$ cat src/rtl/led_blinker_array.sv
// led_blinker_array: CHANNELS independent LED drivers (OFF/ON/BLINK/PWM_BLINK); `LED_SYNC_EN adds sync_strobe.
// led is registered one cycle after channel state; cfg_ready drops while the addressed channel holds an unapplied write.
module led_blinker_array #(
  parameter int          CHANNELS            = 4,
  parameter int          COUNTER_WIDTH       = 32,
  parameter int          PWM_WIDTH           = 8,
  parameter int unsigned DEFAULT_HALF_PERIOD = 32'd104857600,
  parameter int          CH_W                = (CHANNELS > 1) ? $clog2(CHANNELS) : 1
) (
  input  logic                     clock_100MHz,
  input  logic                     reset_n,
  input  logic                     cfg_valid,
  output logic                     cfg_ready,
  input  logic [CH_W-1:0]          cfg_channel,
  input  logic [1:0]               cfg_mode,
  input  logic [COUNTER_WIDTH-1:0] cfg_half_period,
  input  logic [PWM_WIDTH-1:0]     cfg_duty,
  output logic [CHANNELS-1:0]      led,
  output logic [CHANNELS-1:0]      wrap_pulse
`ifdef LED_SYNC_EN
  ,
  input  logic                     sync_strobe
`endif
);

  typedef enum logic [1:0] {
    MODE_OFF       = 2'd0,
    MODE_ON        = 2'd1,
    MODE_BLINK     = 2'd2,
    MODE_PWM_BLINK = 2'd3
  } mode_e;

  typedef struct packed {
    mode_e                    mode;
    logic [COUNTER_WIDTH-1:0] half_period;
    logic [PWM_WIDTH-1:0]     duty;
  } chan_cfg_t;

  localparam logic [COUNTER_WIDTH-1:0] RESET_HALF_PERIOD = COUNTER_WIDTH'(DEFAULT_HALF_PERIOD);

  logic [PWM_WIDTH-1:0] pwm_cnt;
  logic [CHANNELS-1:0]  pending;
  logic [CHANNELS-1:0]  wr_sel;
  logic                 sync;
  chan_cfg_t            wr_cfg;

  assign wr_cfg = '{mode: mode_e'(cfg_mode), half_period: cfg_half_period, duty: cfg_duty};

`ifdef LED_SYNC_EN
  assign sync = sync_strobe;
`else
  assign sync = 1'b0;
`endif

  // Indices with no matching channel keep cfg_ready high and select nothing, so the write is dropped.
  always_comb begin
    cfg_ready = 1'b1;
    wr_sel    = '0;
    for (int i = 0; i < CHANNELS; i++) begin
      if (cfg_channel == CH_W'(i)) begin
        cfg_ready = ~pending[i];
        wr_sel[i] = cfg_valid & ~pending[i];
      end
    end
  end

  always_ff @(posedge clock_100MHz or negedge reset_n) begin
    if (!reset_n) begin
      pwm_cnt <= '0;
    end else begin
      pwm_cnt <= pwm_cnt + PWM_WIDTH'(1);
    end
  end

  for (genvar i = 0; i < CHANNELS; i++) begin : g_chan
    localparam mode_e RESET_MODE = (i == 0) ? MODE_BLINK : MODE_OFF;

    chan_cfg_t                cur;
    chan_cfg_t                shadow;
    logic [COUNTER_WIDTH-1:0] counter;
    logic                     phase;
    logic                     blinking;
    logic                     at_wrap;
    logic                     apply;
    logic                     blink_after;
    logic                     led_next;

    assign blinking = (cur.mode == MODE_BLINK) || (cur.mode == MODE_PWM_BLINK);
    assign at_wrap  = (counter == cur.half_period);
    // New settings land only at a phase boundary (or at once when static) so no phase is ever truncated.
    assign apply    = pending[i] && (!blinking || at_wrap);
    assign blink_after = apply ? ((shadow.mode == MODE_BLINK) || (shadow.mode == MODE_PWM_BLINK))
                               : blinking;

    always_comb begin
      case (cur.mode)
        MODE_ON:        led_next = 1'b1;
        MODE_BLINK:     led_next = phase;
        MODE_PWM_BLINK: led_next = phase & (pwm_cnt < cur.duty);
        default:        led_next = 1'b0;
      endcase
    end

    always_ff @(posedge clock_100MHz or negedge reset_n) begin
      if (!reset_n) begin
        cur           <= '{mode: RESET_MODE, half_period: RESET_HALF_PERIOD, duty: '1};
        shadow        <= '{mode: MODE_OFF, half_period: '0, duty: '0};
        counter       <= '0;
        phase         <= 1'b0;
        pending[i]    <= 1'b0;
        led[i]        <= 1'b0;
        wrap_pulse[i] <= 1'b0;
      end else begin
        led[i] <= led_next;
        if (wr_sel[i]) begin
          shadow     <= wr_cfg;
          pending[i] <= 1'b1;
        end
        if (apply) begin
          cur           <= shadow;
          counter       <= '0;
          phase         <= 1'b0;
          pending[i]    <= 1'b0;
          wrap_pulse[i] <= blinking;
        end else if (blinking) begin
          if (at_wrap) begin
            counter       <= '0;
            phase         <= ~phase;
            wrap_pulse[i] <= 1'b1;
          end else begin
            counter       <= counter + COUNTER_WIDTH'(1);
            wrap_pulse[i] <= 1'b0;
          end
        end else begin
          counter       <= '0;
          phase         <= 1'b0;
          wrap_pulse[i] <= 1'b0;
        end
        // The strobe wins over any coincident wrap; a coincident apply keeps its new config.
        if (sync && blink_after) begin
          counter       <= '0;
          phase         <= 1'b1;
          wrap_pulse[i] <= 1'b0;
        end
      end
    end

    a_counter_bounded: assert property (@(posedge clock_100MHz) disable iff (!reset_n)
      counter <= cur.half_period);
  end

endmodule
$ cat config.mk
export PLATFORM = sky130hd
export DESIGN_NAME = led_blinker_array
export DESIGN_NICKNAME = d
export VERILOG_FILES = /design/src/rtl/led_blinker_array.sv
export SDC_FILE = /design/constraint.sdc
export NUM_CORES = 1
export LEC_CHECK = 0
export BUFFER_PORTS_ARGS = -buffer_cell sky130_fd_sc_hd__buf_2
export CAP_MARGIN = 5
export CORE_ASPECT_RATIO = 0.8
export CORE_MARGIN = 3
export CORE_UTILIZATION = 60
export DETAILED_ROUTE_END_ITERATION = 6
export PLACE_DENSITY = 0.78
export SETUP_SLACK_MARGIN = 0.02
export SLEW_MARGIN = 20
export SYNTH_ARGS = -nofsm -noshare
export SYNTH_HDL_FRONTEND = slang
export SYNTH_SLANG_ARGS = --single-unit
export TNS_END_PERCENT = 10
$ cat constraint.sdc
create_clock -name clock_100MHz -period 6.8 [get_ports clock_100MHz]
set_clock_uncertainty 0.1 [all_clocks]
set_input_delay 1.02 -clock clock_100MHz [delete_from_list [all_inputs] [get_ports clock_100MHz]]
set_output_delay 1.02 -clock clock_100MHz [all_outputs]
set_load 0.01 [all_outputs]
## After elaboration in Yosys (flattened, before gate mapping)

Index checks and enable logic that the tools add are counted.

| cells by class | value |
|---|---|
| add/sub/neg operators | 5 |
| reduce and logical (&&, ||, !) cells | 21 |
| eq/ne operators | 23 |
| $lt $le $gt $ge | 4 |
| muxes and demuxes | 56 |
| bitwise logic cells | 16 |

Operator list:

| operator | count |
|---|---|
| 32-bit two-way mux | 12 |
| 32-bit by 1-bit adder with 32-bit output, second input constant | 4 |
| 32-bit equality test | 4 |
| 1-bit two-way mux | 40 |
| 8-bit less-than comparator | 4 |
| 2-bit equality test, second input constant | 10 |
| 3-bit by 1-bit != test with 1-bit output, second input constant | 4 |
| 1-bit one-hot mux with 3 select lines | 4 |
| 2-bit by 1-bit equality test with 1-bit output, second input constant | 5 |
| 8-bit by 1-bit adder with 8-bit output, second input constant | 1 |
| 1-bit bitwise AND | 8 |
| 1-bit logical OR | 8 |
| 1-bit inverter | 8 |
| 2-bit nonzero test | 4 |
| 1-bit logical AND | 4 |
| 1-bit logical NOT | 4 |
| 2-bit logical NOT | 1 |

| storage, ports and cells | value |
|---|---|
| input bits | 47 |
| bits in registers | 488 |
| output and inout port bits | 9 |
| word-level logic and storage cells | 170 |

## Longest topological paths before layout

Gate-level depths: netlist of run 1.

| logic depth | value |
|---|---|
| word-level depth | 6 |
| depth in mapped cells | 8 |
| depth with buffers taken out | 7 |

## Worst setup path after synthesis of run 1

Ideal clock, no wire load.

| path | value |
|---|---|
| path type | input to output |
| start point | input port cfg_channel[1] |
| end point | output port cfg_ready |
| buffers on the path | 1 |
| data required time | 5.680 ns |
| setup slack | 3.855 ns |
| arrival | 1.825 ns |
| stages on the path | 3 |
| cells stage by stage | clkbuf_1 -> mux4_2 -> inv_1 |

| on the way | value |
|---|---|
| longest elaborated chain between the ends | 5 |
| elaborated cells on any way between the ends | 8 |
| those cells by class | eq/ne: 3; mux: 4; reduce/logical: 1 |

Ends and longest elaborated chain:

| item | RTL line | RTL |
|---|---|---|
| start, declared | 14 | `input logic [CH_W-1:0] cfg_channel,` |
| 2-bit logical NOT | 60 | `if (cfg_channel == CH_W'(i)) begin` |
| 1-bit two-way mux (3 in series) | 60 |  |
| 1-bit two-way mux (*) | 60 |  |
| end, declared | 13 | `output logic cfg_ready,` |

Every way passes the cells marked *; elsewhere a longest branch is shown, timed or not.

## Final worst setup path of run 1

| path | value |
|---|---|
| start point | register g_chan[2].counter[2] |
| end point | register g_chan[2].cur[26] in the netlist's numbering |

| on the way | value |
|---|---|
| longest elaborated chain between the ends | 3 |

Ends and longest elaborated chain:

| item | RTL line | RTL |
|---|---|---|
| start, declared | 80 | `logic [COUNTER_WIDTH-1:0] counter;` |
| start signal, assigned | 131 | `counter <= counter + COUNTER_WIDTH'(1);` |
| 32-bit equality test | 89 | `assign at_wrap = (counter == cur.half_period);` |
| 1-bit logical OR | 91 | `assign apply = pending[i] && (!blinking \|\| at_wrap);` |
| 1-bit logical AND | 91 |  |
| end signal, assigned | 106 | `cur <= '{mode: RESET_MODE, half_period: RESET_HALF_PERIOD, duty: '1};` |
| end signal, assigned | 120 | `cur <= shadow;` |
| end, declared | 78 | `chan_cfg_t cur;` |

No other way between the ends.
A chain may end at the register's enable or synchronous reset.

==> results of run 1 <==
report_power, final:
part	leakage [nW]	internal (mW)	total, mW	switching, mW
clock	0.819	1.69	2.81	1.12
sequential	5.98	4.07	4.90	0.830
combinational	5.02	1.43	2.26	0.835
total	11.8	7.19	9.97	2.79
cell usage in the layout, fill, tap and decap left out, types with 9 or more instances in the layout:
cell / synthesis / layout
mux2_2: 172 / 172
xnor2_1: 46 / 46
buf_4: 0 / 12
a21o_1: 16 / 16
nor4_1: 34 / 34
dfrtp_1: 443 / 443
buf_2: 10 / 54
ha_1: 33 / 33
clkbuf_16: 0 / 49
clkinv_2: 0 / 9
clkbuf_1: 31 / 10
and4_1: 15 / 15
clkbuf_8: 0 / 9
and3_1: 12 / 12
xor2_1: 192 / 192
nand3_1: 40 / 40
or3_1: 17 / 17
nand2_1: 59 / 59
mux2_4: 160 / 160
dfstp_2: 45 / 45
nor2_1: 149 / 149
nand4_1: 42 / 42
a21oi_1: 24 / 24
inv_1: 51 / 51
o21ai_0: 25 / 25
routing by layer:
layer | GRT usage | vias to the layer above
li1 | - | 5968
met1 | 0.368 | 6796
met2 | 0.410 | 336
met3 | 0.0446 | 88
met4 | 0.0810 | 4
met5 | 0 | -
worst max-delay path: cells and delay by family (launching register included):
kind / cells / cell delay, ns
AOI/OAI and AO/OA: 1 / 0.19
xor gates and xnor gates: 1 / 0.17
buffers and inverters: 2 / 0.82
DFF: 1 / 0.45
muxes: 1 / 0.37
and+or+nand+nor: 3 / 1.10
how the worst max path moves through the flow:
stage | cells past startpoint | start | endpoint | slack [ns]
global route | 8 | g_chan[2].counter[2]$_DFF_PN0_ | g_chan[2].cur[26]$_DFFE_PN0P_ | 3.29
finish | 8 | g_chan[2].counter[2]$_DFF_PN0_ | g_chan[2].cur[26]$_DFFE_PN0P_ | 3.45
CTS | 8 | g_chan[2].counter[2]$_DFF_PN0_ | g_chan[2].cur[26]$_DFFE_PN0P_ | 3.53
global placement | 8 | g_chan[2].counter[2]$_DFF_PN0_ | g_chan[2].cur[37]$_DFFE_PN0P_ | 3.62
floorplan | 3 | cfg_channel[1] | cfg_ready | 3.86
detailed placement | 8 | g_chan[2].counter[2]$_DFF_PN0_ | g_chan[2].cur[26]$_DFFE_PN0P_ | 3.55
sequential cells by signal (all words and copies together), names as in the netlist:
register	flops
g_chan.cur	168
g_chan.shadow	168
g_chan.counter	128
pwm_cnt	8
g_chan.phase	4
led	4
pending	4
wrap_pulse	4
cell type report:
| cell class | instances | area share |
|---|---|---|
| clock inverter | 19 | 0.0113 |
| sequential | 488 | 0.498 |
| tap | 480 | 0.0244 |
| antenna | 1 | 0.000102 |
| inverter | 51 | 0.00778 |
| timing repair buffer | 69 | 0.0169 |
| clock buffer | 68 | 0.0564 |
| multi-input combinational | 1095 | 0.385 |
kinds of logic after synthesis:
group,Yosys count
muxes,337
and+or+nand+nor,403
AOI/OAI and AO/OA,84
xor gates and xnor gates,238
DFF,488
buffers and inverters,109
adders and majority gates,33
through the flow:
step	area, um2	setup WS [ns]
final	24600	3.45
after CTS	24600	3.53
after global routing	24600	3.29
after global placement	22900	3.62
after detailed placement	22900	3.55
after floorplan	22300	3.86
==> metrics.csv, run 1 <==
stage;metric;value;unit
pwr;pwr_density_cell;405;mW/mm2
placed_design;numPortBuffers;55;
final_layout;ff_latch_area;0.0123;mm2
floorplan;dieArea;0.0395;mm2
setup_path;reg2regPathDepth;8;
min_path;worstHoldStart;g_chan[3].shadow[8]$_DFFE_PN0P_;
synthesis;yosys.area.top_type_share;0.498;
min_path;hold_class;reg2reg;
min_path;min_to;g_chan[3].cur[8]$_DFFE_PN0P_;
global_route;grt_max_degree;159;
floorplan;die_x;221;um
synthesis;synth_cell_type_count;43;
synthesis;ys_ff_latch;488;
placed_design;dp.cells;2183;
synthesis;yosys_warnings;0;
synthesis;synth_compound_area_frac;0.0230;
setup_path;max_stage_delay;0.45;ns
placed_design;gp_congestion;0.850;
global_route;track_usage;0.258;
synthesis;synth_most_common_cell;dfrtp_1;
final_layout;multiInputGateArea;0.00947;mm2
synthesis;syn-instance-count;1692;
final_layout;instances_no_fill;2271;
drt;via_count;13192;
timing;timing.slew.headroom;0.359;
setup_path;critPathArrivalTime;3.69;ns
timing;setup_viol;0;
pwr;irDropWorstVdd;0.240;mV
synthesis;synth_area_per_cell;13.2;um2
setup_path;crit_fanout;34;
pwr;power;9.97;mW
final_layout;final_util;0.679;
setup_path;rr_startpoint;g_chan[2].counter[2]$_DFF_PN0_;
clock_network;cts_buffers;47;
drt;route.top_layer_used;met5;
min_path;min_path_cells;1;
synthesis;syn-num-nets;1772;
drt;drcViolationCount;0;
pwr;leakage;11.8;nW
synthesis;synthSimpleGateAreaFrac;0.0914;
global_route;antenna_found_initial;6;
clock_network;clk_latency;0.57;ns
synthesis;synth_flop_cell;dfrtp_1;
clock_network;clkTransAtPathRegs;0.06;ns
synthesis;synthMuxAreaShare;0.198;
timing;fin_crit;3.35;ns
final_layout;drive_gt1_frac;0.302;
global_route;grt_pass1_wl;78700;um
placed_design;hpwl;32700;um
setup_path;r2r-end;g_chan[2].cur[26]$_DFFE_PN0P_;
synthesis;syn_area;0.0223;mm2
setup_path;rrSetupSlack;3.45;ns
drt;route.met3.wl;2580;um
setup_path;cp-start-kind;flop;
synthesis;synth_adder_area_share;0.0185;
clock_network;clockRootBuffer;clkbuf_16;
drt;wire_per_inst;21.9;um
synthesis;synth-seq-area-share;0.551;
setup_path;slowest_stage;dfrtp_1;
drt;drtAntennaViolNets;0;
setup_path;critPathKind;reg2reg;
synthesis;ys_top_cells_by_area;dfrtp_1, mux2_4, mux2_2;
clock_network;cts-resized-gates;0;
final_layout;nets;1832;
synthesis;synth_top_family_by_area;multiplexers;
outcome;status;complete, no violations;
clock_network;cts_setup_buffers;0;
floorplan;start_util;0.615;
clock_network;cts_tree;built;
floorplan;core.rowCount;62;
drt;routed-wl-met2;23100;um
synthesis;synth_edf_count;0;
setup_path;worstPathCellList;xor2_1 > nor4_1 > nand4_1 > o21ai_2 > buf_4 > nand2_2 > buf_4 > mux2_4;
synthesis;async_flop_share;1.00;
floorplan;ios;56;
setup_path;cpMostUsedCell;buf_4;
drt;vias_per_cell;5.81;
timing;tns;0;ns
clock_network;cts_max_path_buffers;3;
floorplan;die_h;178;um
clock_network;clock-sinks;488;
drt;wirelength;49800;um
timing;tightest_slew;0.961;ns
timing;rsz0062_at_grt;no;
timing;hold_slack;0.396;ns
setup_path;end_kind;flop;
global_route;gr-total-overflow;0;
floorplan;core;0.0362;mm2
timing;hold_violations;0;
synthesis;synth_xor_area_frac;0.0936;
job;maxCapViolCount;0;
synthesis;synth_top_cell_by_area;dfrtp_1;
synthesis;synthTopCellsByCount;dfrtp_1, xor2_1, mux2_2;
clock_network;cts_max_level;2;
drt;dr.first_iter.drc_count;1067;
timing;maxSlewViolCount;0;
timing;period_share;0.492;
setup_path;required;7.14;ns
timing;max_freq;299;MHz
clock_network;cts_hold_buf;0;
drt;drt_pass1_iterations;5;
final_layout;num-fill-cells;2485;
drt;m1WireLength;22600;um
global_route;grt_pass1_vias;13551;
final_layout;area_growth;10.5;%
Note: power is estimated with default switching activity, not from simulation.
==> inputs of run 2 (changes only) <==
--- a/config.mk
+++ b/config.mk
@@ -5,6 +5,7 @@
 export SDC_FILE = /design/constraint.sdc
 export NUM_CORES = 1
 export LEC_CHECK = 0
+export ABC_AREA = 1
 export BUFFER_PORTS_ARGS = -buffer_cell sky130_fd_sc_hd__buf_2
 export CAP_MARGIN = 5
 export CORE_ASPECT_RATIO = 0.8
==> constraint.sdc (replaced) <==
create_clock -name clock_100MHz -period 3.2 [get_ports clock_100MHz]
set_clock_uncertainty 0.1 [all_clocks]
set_input_delay 0.48 -clock clock_100MHz [delete_from_list [all_inputs] [get_ports clock_100MHz]]
set_output_delay 0.48 -clock clock_100MHz [all_outputs]
set_load 0.01 [all_outputs]
==> metrics.csv, run 2 <==
stage;metric;value;unit;change
placed_design;gp_congestion;0.941;;+11%
timing;tns;0;ns;unchanged
clock_network;clock-sinks;488;;unchanged
drt;wire_per_inst;17.7;um;-19%
synthesis;synth_most_common_cell;nand2_1;;
setup_path;critPathCapture;g_chan[1].cur[31]$_DFFE_PN0P_;;
final_layout;area_growth;9.35;%;
synthesis;syn_area;0.0232;mm2;+4.1%
clock_network;cts_tree;built;;
final_layout;final_util;0.674;;-0.00543
placed_design;dp.cells;3249;;+49%
final_layout;nets;2893;;+58%
global_route;grt_pass1_wl;96700;um;+23%
synthesis;synth_edf_count;0;;unchanged
final_layout;mostFrequentLayoutCells;nand2_1, dfrtp_1, nor2_1;;
setup_path;cp-start-kind;flop;;
setup_path;rr_startpoint;g_chan[1].counter[5]$_DFF_PN0_;;
synthesis;ys_top_cells_by_area;dfrtp_1, nand2_1, dfstp_2;;
synthesis;syn-instance-count;2785;;+65%
pwr;pwr_density_cell;830;mW/mm2;+100%
placed_design;hpwl;40300;um;+23%
clock_network;cts_hold_buf;1;;+1
drt;drcViolationCount;1;;+1
drt;m1WireLength;26600;um;+18%
synthesis;synthSimpleGateAreaFrac;0.277;;+0.186
pwr;leakage;12.3;nW;+4.0%
synthesis;synthTopCellsByCount;nand2_1, dfrtp_1, nor2_1;;
setup_path;required;3.59;ns;-3.55 ns
floorplan;dieArea;0.0410;mm2;+3.9%
clock_network;cts_buffers;48;;+2.1%
global_route;grt_pass1_vias;18011;;+33%
timing;max_freq;399;MHz;+34%
global_route;track_usage;0.297;;+0.0393
setup_path;critPathArrivalTime;2.90;ns;-0.79 ns
clock_network;clkTransAtPathRegs;0.06;ns;about the same
drt;wirelength;59200;um;+19%
setup_path;end_kind;flop;;
synthesis;syn-num-nets;2865;;+62%
final_layout;n_antenna_cell;0;;-1
floorplan;core.rowCount;63;;+1.6%
clock_network;clockRootBuffer;clkbuf_16;;
job;maxCapViolCount;0;;unchanged
clock_network;cts_setup_buffers;0;;unchanged
timing;hold_violations;0;;unchanged
synthesis;synth_top_family_by_area;simple AND/OR/NAND/NOR gates;;
timing;tightest_slew;0.968;ns;+0.00709 ns
setup_path;slowest_stage;buf_4;;
synthesis;yosys.area.top_type_share;0.478;;-0.0195
synthesis;synth_adder_area_share;0.0178;;-0.000726
setup_path;crit_fanout;45;;+32%
final_layout;drive_gt1_frac;0.0846;;-0.217
floorplan;start_util;0.616;;+0.00169
synthesis;synth_flop_cell;dfrtp_1;;
floorplan;core;0.0376;mm2;+3.8%
clock_network;cts_max_path_buffers;3;;unchanged
floorplan;ios;56;;unchanged
pwr;power;21.0;mW;+110%
synthesis;synth_area_per_cell;8.32;um2;-37%
setup_path;crit_path_start;g_chan[1].counter[5]$_DFF_PN0_;;
min_path;hold_class;in2reg;;
drt;vias_per_cell;5.57;;-4.1%
placed_design;numPortBuffers;55;;unchanged
clock_network;clk_latency;0.57;ns;about the same
synthesis;synth_xor_area_frac;0.0631;;-0.0305
outcome;status;complete, but fails checks;;
outcome;violations;design-rule violations;;
setup_path;critPathKind;reg2reg;;
setup_path;cpMostUsedCell;nand2_1;;
drt;dr.first_iter.drc_count;1853;;+74%
timing;maxSlewViolCount;0;;unchanged
timing;fin_crit;2.50;ns;-0.842 ns
final_layout;largestRegisters;g_chan.cur (168), g_chan.shadow (168), g_chan.counter (128);;
final_layout;instances_no_fill;3337;;+47%
synthesis;yosys_warnings;0;;unchanged
setup_path;reg2regPathDepth;12;;+4
setup_path;rrSetupSlack;0.70;ns;-2.76 ns
drt;routed-wl-met2;25400;um;+10%
setup_path;max_stage_delay;0.52;ns;+0.07 ns
floorplan;die_x;226;um;+2.0%
timing;rsz0062_at_grt;no;;
timing;timing.slew.headroom;0.355;;-0.00472
drt;drtAntennaViolNets;0;;unchanged
synthesis;synth_top_cell_by_area;dfrtp_1;;
setup_path;r2r-end;g_chan[1].cur[31]$_DFFE_PN0P_;;
drt;route.top_layer_used;met5;;
synthesis;ys_ff_latch;488;;unchanged
drt;via_count;18591;;+41%
drt;drt_pass1_iterations;7;;+2
min_path;min_path_cells;3;;+2
synthesis;synthMuxAreaShare;0;;-0.198
synthesis;synth-seq-area-share;0.529;;-0.0216
global_route;gr-total-overflow;0;;unchanged
drt;route.met3.wl;4790;um;+85%
clock_network;cts-resized-gates;0;;unchanged
pwr;irDropWorstVdd;0.600;mV;+150%
final_layout;final_common_cell;nand2_1;;
timing;setup_viol;0;;unchanged
synthesis;synth_cell_type_count;39;;-9.3%
synthesis;synth_compound_area_frac;0.0485;;+0.0255
timing;period_share;0.783;;+0.291
global_route;antenna_found_initial;3;;-3
setup_path;worstPathCellList;inv_1 > nand2_1 > nand2_1 > nand2_1 > nor2_1 > nand2_1 > nor2_1 > nand2_2 > nand2_4 > buf_4 > nand3_1 > nand2_1;;
floorplan;die_h;182;um;+1.9%
synthesis;async_flop_share;1.00;;unchanged
global_route;grt_max_degree;85;;-47%
clock_network;cts_max_level;2;;unchanged
run 2: cell count changes after synthesis, moves of 61 or more:
| cell | delta |
|---|---|
| nand3_1 | +178 |
| nand2_1 | +823 |
| nor3_1 | +61 |
| mux2_2 | -172 |
| inv_1 | +177 |
| mux2_4 | -160 |
| nor2_1 | +142 |
| o21ai_0 | +156 |
| xor2_1 | -129 |
run 2: final cells by class:
| type | instances | area (um2) |
|---|---|---|
| multi-input cells | 1959 | 9430 |
| flip-flops and latches | 488 | 12300 |
| clock buffers | 68 | 1400 |
| repair buffers | 80 | 538 |
| inverters | 236 | 890 |
| clock inverters | 19 | 211 |
| well taps | 487 | 609 |
| fillers | 3009 | 12300 |
run 2: layer usage:
| layer | global-route usage | up-vias |
|---|---|---|
| met2 | 0.435 | 646 |
| met3 | 0.0611 | 124 |
| li1 | - | 8830 |
| met5 | 0 | - |
| met1 | 0.443 | 8985 |
| met4 | 0.105 | 6 |
run 2: worst min-delay path by stage:
stage,startpoint,endpoint,slack (ns)
4_1_cts,cfg_duty[3],g_chan[0].shadow[3]$_DFFE_PN0P_,0.18
5_1_grt,cfg_duty[5],g_chan[0].shadow[5]$_DFFE_PN0P_,0.20
3_3_place_gp,g_chan[0].cur[5]$_DFFE_PN1P_,g_chan[0].cur[5]$_DFFE_PN1P_,0.35
2_1_floorplan,reset_n,g_chan[0].counter[0]$_DFF_PN0_,0.08
3_5_place_dp,g_chan[2].cur[6]$_DFFE_PN1P_,g_chan[2].cur[6]$_DFFE_PN1P_,0.35
6_report,cfg_duty[5],g_chan[0].shadow[5]$_DFFE_PN0P_,0.20
run 2: cells by family after synthesis:
kind of cell,count (synthesis)
adder cells (fa/ha/maj),33
buffers and inverters,338
AND/OR/NAND/NOR,1541
AO/OA/AOI/OAI,218
flip-flops,488
XOR/XNOR,167
run 2: critical path, delay by kind of cell, from the launching register on:
family	cells	cell delay, ns
flops	1	0.45
simple gates	10	1.22
buf+inv	2	0.65
run 2: power by group:
| part | total [mW] | internal (mW) | switching [mW] |
|---|---|---|---|
| clock network | 5.79 | 3.37 | 2.42 |
| registers | 9.91 | 8.36 | 1.55 |
| logic | 5.34 | 1.94 | 3.41 |
run 2: through the flow:
step                      area, um2  setup WS, ns  hold WS (ns)
final                         25300         0.695         0.198
after CTS                     25300         0.732         0.175
after global routing          25300         0.428         0.205
after global placement        23700         0.790         0.352
after floorplan               23200          1.52        0.0844
after detailed placement      23700         0.756         0.353
